### src/rtl/gpr_bank.sv
// gpr_bank: parametrised general-purpose register bank with two write ports,
// two combinational read ports, optional write-to-read bypass and a
// per-register busy scoreboard for multi-cycle result tracking.
//
// Parameters
//   DW       data width
//   AW       address width, depth = 2**AW
//   ZERO_REG 1 = register 0 is hard-wired to zero and never busy
//   BYPASS   1 = same-cycle write data / busy-clear forwarded to read ports
//
// Ports
//   clk, rst          clock, synchronous active-high reset
//   we0/wa0/wd0       write port 0
//   we1/wa1/wd1       write port 1 (wins on address collision)
//   rsv/rsv_a         reserve request: mark rsv_a busy
//   rsv_err           registered, reserve hit an already-busy register
//   ra/rda/busy_a     read port A (combinational)
//   rb/rdb/busy_b     read port B (combinational)
module gpr_bank #(
    parameter int unsigned DW       = 32,
    parameter int unsigned AW       = 5,
    parameter bit          ZERO_REG = 1'b1,
    parameter bit          BYPASS   = 1'b1
) (
    input  logic          clk,
    input  logic          rst,
    input  logic          we0,
    input  logic [AW-1:0] wa0,
    input  logic [DW-1:0] wd0,
    input  logic          we1,
    input  logic [AW-1:0] wa1,
    input  logic [DW-1:0] wd1,
    input  logic          rsv,
    input  logic [AW-1:0] rsv_a,
    output logic          rsv_err,
    input  logic [AW-1:0] ra,
    output logic [DW-1:0] rda,
    output logic          busy_a,
    input  logic [AW-1:0] rb,
    output logic [DW-1:0] rdb,
    output logic          busy_b
);

    localparam int unsigned Depth = 2 ** AW;

    logic [DW-1:0]    regs_q [Depth];
    logic [Depth-1:0] busy_q;
    logic [Depth-1:0] busy_d;
    logic             rsv_err_q;

    // Qualified requests: suppressed during reset and, with ZERO_REG, for address 0.
    logic we0_eff;
    logic we1_eff;
    logic rsv_eff;

    assign we0_eff = we0 & ~rst & ~(ZERO_REG && (wa0 == '0));
    assign we1_eff = we1 & ~rst & ~(ZERO_REG && (wa1 == '0));
    assign rsv_eff = rsv & ~rst & ~(ZERO_REG && (rsv_a == '0));

    // Writes clear busy; a same-cycle reserve is applied last so it wins,
    // since it marks a new pending result for that register.
    always_comb begin
        busy_d = busy_q;
        if (we0_eff) busy_d[wa0] = 1'b0;
        if (we1_eff) busy_d[wa1] = 1'b0;
        if (rsv_eff) busy_d[rsv_a] = 1'b1;
    end

    always_ff @(posedge clk) begin
        if (rst) begin
            for (int i = 0; i < Depth; i++) begin
                regs_q[i] <= '0;
            end
            busy_q    <= '0;
            rsv_err_q <= 1'b0;
        end else begin
            if (we0_eff) regs_q[wa0] <= wd0;
            // Port 1 assigned last so it overrides port 0 on a collision.
            if (we1_eff) regs_q[wa1] <= wd1;
            busy_q    <= busy_d;
            // Uses pre-edge busy, ignoring any same-cycle write.
            rsv_err_q <= rsv_eff & busy_q[rsv_a];
        end
    end

    assign rsv_err = rsv_err_q;

    // Read ports, evaluated identically for A and B.
    logic [AW-1:0] raddr [2];
    logic [DW-1:0] rdata [2];
    logic          rbusy [2];

    assign raddr[0] = ra;
    assign raddr[1] = rb;

    always_comb begin
        for (int p = 0; p < 2; p++) begin
            rdata[p] = regs_q[raddr[p]];
            rbusy[p] = busy_q[raddr[p]];
            if (BYPASS) begin
                // A pending reserve is not forwarded; it shows up next cycle.
                if (we1_eff && (wa1 == raddr[p])) begin
                    rdata[p] = wd1;
                    rbusy[p] = 1'b0;
                end else if (we0_eff && (wa0 == raddr[p])) begin
                    rdata[p] = wd0;
                    rbusy[p] = 1'b0;
                end
            end
            if (ZERO_REG && (raddr[p] == '0)) begin
                rdata[p] = '0;
                rbusy[p] = 1'b0;
            end
        end
    end

    assign rda    = rdata[0];
    assign busy_a = rbusy[0];
    assign rdb    = rdata[1];
    assign busy_b = rbusy[1];

endmodule
### config.mk
export PLATFORM = sky130hd
export DESIGN_NAME = gpr_bank
export DESIGN_NICKNAME = d
export VERILOG_FILES = /design/src/rtl/gpr_bank.sv
export SDC_FILE = /design/constraint.sdc
export NUM_CORES = 2
export LEC_CHECK = 0
export CAP_MARGIN = 10
export CORE_MARGIN = 5
export CORE_UTILIZATION = 50
export DETAILED_ROUTE_END_ITERATION = 10
export GPL_TIMING_DRIVEN = 0
export HOLD_SLACK_MARGIN = 0.12
export PLACE_DENSITY = 0.67
export SLEW_MARGIN = 20
export SYNTH_ARGS = -nofsm -noshare
export SYNTH_HDL_FRONTEND = slang
export SYNTH_SLANG_ARGS = --single-unit
### constraint.sdc
create_clock -name clk -period 3.9 [get_ports clk]
set_input_delay 0.975 -clock clk [delete_from_list [all_inputs] [get_ports clk]]
set_output_delay 0.975 -clock clk [all_outputs]
set_load 0.02 [all_outputs]
Yosys cells after proc, flatten, opt, wreduce, memory -nomap -nowiden
Memory sizes are Yosys's and may differ from the RTL's.
Index checks and enable logic that the tools add are counted.
- memory bits (writable): 1024
- bits of input ports: 94
- bits in registers: 33
- memories: 1
- $lt $le $gt $ge: 8
- equal/unequal tests: 4
- mux-type cells: 41
- reductions and logical operators: 14
- bitwise gates (word level): 16
- memory list (memory ; words ; width ; read ports ; clocked after Yosys merged registers in ; wr ports ; line ; RTL):
    regs_q ; 32 ; 32 ; 2 ; 0 ; 32 ; 46 ; logic [DW-1:0] regs_q [Depth];
- operators with widths (cell ; number):
    32-bit two-way mux ; 11
    32-bit bitwise AND ; 2
    32-bit NOT ; 2
    32-bit OR reduction ; 2
    32-bit OR ; 1
    5-bit by 6-bit less-than comparator with 1-bit output, second input constant ; 5
    5-bit logical NOT ; 5
    1-bit two-way mux ; 22
    5-bit == test ; 4
    1-bit binary-select mux with 5-bit select ; 3
    1-bit demux with 5-bit select ; 3
    5-bit by 1-bit greater-or-equal comparator with 1-bit output, second input constant ; 3
    5-bit two-way mux ; 2
    1-bit bitwise AND ; 7
    1-bit logical AND ; 7
    1-bit NOT ; 4

Depth between registers and ports, before layout
- depth in word-level cells: 11
- mapped depth: 9

Worst setup path before layout
OpenSTA, ideal clock, no wires.
- kind: input to output
- start: in wa0[3]
- end: out rda[22]
- path buffers: 3
- stages: 8
- arrival: 2.805 ns
- slack: 0.120 ns
- cells stage by stage: buf_2 > or3_1 > buf_2 > o31ai_4 > nor4_4 > or2_1 > buf_2 > o221ai_1
- cells in the longest elaborated chain, start to end: 7
- RTL lines (item ; line ; RTL):
    start, declared ; 28 ; input logic [AW-1:0] wa0,
    5-bit logical NOT ; 56 ; assign we0_eff = we0 & ~rst & ~(ZERO_REG && (wa0 == '0));
    1-bit NOT ; 56 ;
    1-bit bitwise AND ; 56 ;
    1-bit logical AND * ; 105 ; end else if (we0_eff && (wa0 == raddr[p])) begin
    32-bit two-way mux * ; 105 ;
    32-bit two-way mux * ; 102 ; if (we1_eff && (wa1 == raddr[p])) begin
    32-bit two-way mux * ; 110 ; if (ZERO_REG && (raddr[p] == '0)) begin
    end, declared ; 37 ; output logic [DW-1:0] rda,
Every way passes the cells marked *; elsewhere a longest branch is shown, timed or not.

Worst setup path in the final report
- start: in rb[1]
- end: out rdb[0]
- cells in the longest elaborated chain, start to end: 5
- RTL lines (item ; line ; RTL):
    start, declared ; 39 ; input logic [AW-1:0] rb,
    branches (longest 4 deep; another with memory read 32 x 32 bit) ; -- ;
    32-bit two-way mux * ; 110 ;
    end, declared ; 40 ; output logic [DW-1:0] rdb,
Mark *: on every way between the ends.

==> flow_summary.yaml <==
run_status:
  status: "complete, but fails checks"
  violations: "setup timing"
routing:
  drt_pre_antenna_iters: 9
  drtAntennaViolNets: 0
  vias_per_cell: 7.525
  wl_per_cell_um: 43.94
  vias: 58271
  detail_route.wirelength_um: 340300
  drc: 0
  dr.first_iter.drc_count: 10587
timing:
  timing.hold.ws_ns: 0.5062
  worst_pin_slew_ns: 1.278
  hold_viol: 0
  slew_violations: 0
  setup_ws_ns: -0.3795
  fin_crit_ns: 4.279
  fmax_mhz: 233.7
  max-slew-margin-rel_pct: 14.83
  finalClockSkew_ns: 0.01194
  fin_crit_sh_pct: 109.7
  rsz0062_at_grt: "yes"
  setup-violations-final: 197
placement:
  portBuffers: 104
  dpl.cell_count: 7412
  gp_congestion: 1.071
  dp.final_hpwl_um: 264400
  pre_cts_ws_ns: -3.104
yosys:
  ys_types: 71
  yosys-top-cells-area: "edfxtp_1 (48%), mux4_2 (12%), a22o_1 (7.8%)"
  ys_ff_latch: 1057
  netlist_instances: 5581
  yosysSeqAreaShare_pct: 49.03
  syn_area_per_cell_sq_um: 11.48
  synth-async-reset-ratio_pct: 0
  synthFlopType: "edfxtp_1"
  synth-edff-count: 1024
  yosysMostFrequentCell: "nand2_1"
  synth_commonest_cells: "nand2_1 (1099), edfxtp_1 (1024), a22o_1 (571)"
  synth_top_area_share_pct: 48.00
  synth_largest_area_cell: "edfxtp_1"
  synth_area_sq_um: 64060
  yosysWarnings: 0
grt:
  grt_pass1_wl_um: 450700
  gr-total-overflow: 0
  grt_usage_pct: 48.65
  grt_pass1_vias: 54307
  antenna_found_initial: 21
  grt_max_degree: 27
clocking:
  insertion_delay_ns: 0.81
  cts-root-buf: "clkbuf_16"
  clk_pin_slew_ns: 0.06
  cts_made_buffers: 130
  cts_tree: "done"
  htree_levels: 4
  hold_buffers: 0
  ctsLongestPathBuffers: 3
  clock_sinks: 1057
worst_hold_path:
  holdPathStages: 2
  hold-path-endpoint: "busy_q[7]$_SDFF_PP0_"
  hp-start: "busy_q[7]$_SDFF_PP0_"
  hp-class: "register to register"
power_and_ir_drop:
  p_leak_nw: 26.06
  finalPower_mw: 32.23
  ir_drop_uv: 503.9
  power_density_nw_per_um2: 406.2
die:
  die_h_um: 368.0
  ios: 161
  core-area_sq_um: 127500
  die_area_sq_um: 135400
  row_count: 131
  start_util_pct: 50.24
  die_width_um: 368.0
worst_setup_path:
  ff2ff_setup_slack_ns: 2.35
  r2r_start: "busy_q[23]$_SDFF_PP0_"
  cp.required_ns: 2.92
  worstPathMaxFanout: 10
  crit-reg2reg-capture: "rsv_err$_SDFF_PP0_"
  criticalPathCategory: "input pin to output pin"
  r2r_cells: 5
  start_kind: "input pin"
  endpoint_kind: "output pin"
  arrival_ns: 3.30
final_layout:
  drive_above_1_share_pct: 25.28
  finalNonFillerCells: 7744
  syn2layout_area_growth_pct: 23.86
  num-fill-cells: 9964
  nets: 6067
job:
  cap_violations: 0
[through the flow]
stage | TNS, ns | utilization [%] | area [sq um]
3_3_place_gp | -2694.82 | 52.78 | 67300
4_1_cts | -9.701 | 61.05 | 77850
2_1_floorplan | 0 | - | 64180
6_report | -18.04 | 62.22 | 79350
5_1_grt | -11.57 | 62.20 | 79320
3_5_place_dp | -1811.53 | 53.42 | 68120
[layer usage]
metal / global-route usage (%) / routed length [um] / vias to the layer above
met5: 0 / 183 / -
met4: 23.61 / 21600 / 14
met3: 26.14 / 62550 / 998
met2: 66.38 / 135500 / 5572
met1: 63.05 / 120500 / 29305
li1: - / - / 22382
[worst max-delay path, stage by stage]
cell and delay [ns]:
buf_16 0.14, buf_12 0.19, buf_12 0.23, buf_8 0.25, mux2i_1 0.12, a221oi_1 0.25, o21ai_1 0.22, a22o_1 0.31
o211ai_1 0.36, buf_4 0.23
[logic make-up (layout without fill, tap and decap cells)]
family,count (synthesis),after routing,share of synthesized area [%]
AOI/OAI and AO/OA,1547,1547,17.49
xor gates and xnor gates,20,20,0.2734
buffers and inverters,820,1275,5.328
DFF,1057,1057,49.03
muxes,799,799,19.31
other,1,46,0.005854
and+or+nand+nor,1337,1338,8.560
[worst max path at each step]
stage	from	endpoint	slack, ns
after floorplan	wa0[3]	rda[22]	0.12
after global placement	ra[4]	rda[26]	-3.14
after detailed placement	ra[2]	rda[31]	-3.10
after CTS	rb[1]	rdb[1]	-0.21
after global routing	rb[1]	rdb[0]	-0.28
final	rb[1]	rdb[0]	-0.38
[registers in the layout, indices dropped and copies added (netlist names)]
name and cells:
regs_q 1024, rsv_err 1, busy_q 32
[what timing repair did]
item | in CTS | in global routing
endpoints found under the setup margin | 1058 | 160
cloned | 11 | 6
buffers inserted | 62 | 18
resized for setup | 1481 | 254
pin swaps | 82 | 82
[cell type report]
type,instances,area [sq um],area share [%]
Buffer,754,5161,6.504
Antenna cell,14,35.03,0.04415
Tap cell,1662,2079,2.621
Sequential cell,1057,31410,39.58
Clock buffer,161,3475,4.379
Multi-Input combinational cell,3736,33190,41.82
Clock inverter,66,678.2,0.8546
Inverter,62,240.2,0.3028
Timing Repair Buffer,232,3084,3.887
[layout by cell type (no fill, tap or decap), types with 30 or more instances in the layout]
cell and count:
a21oi_4 57, a221oi_1 53, a22o_1 568, a31oi_1 60
buf_1 75, buf_12 72, buf_16 35, buf_2 49
buf_4 83, buf_6 112, buf_8 32, clkbuf_1 416
clkbuf_16 147, clkbuf_2 31, clkbuf_4 33, clkbuf_8 30
conb_1 32, dfxtp_1 33, edfxtp_1 1024, inv_1 59
mux2_2 64, mux2i_1 291, mux2i_2 78, mux4_2 343
nand2_1 1094, nor2_1 61, o21ai_0 496, o21ai_1 38
o221ai_2 50, o221ai_4 103, or3_2 31
[power by group]
group,internal [mW],leakage [nW],switching (mW)
Sequential,13.1,10.0,0.436
Clock,7.06,2.02,5.37
Combinational,2.27,14.0,3.97
Total,22.5,26.1,9.78
No activity file was read; power rests on OpenSTA's default activity.
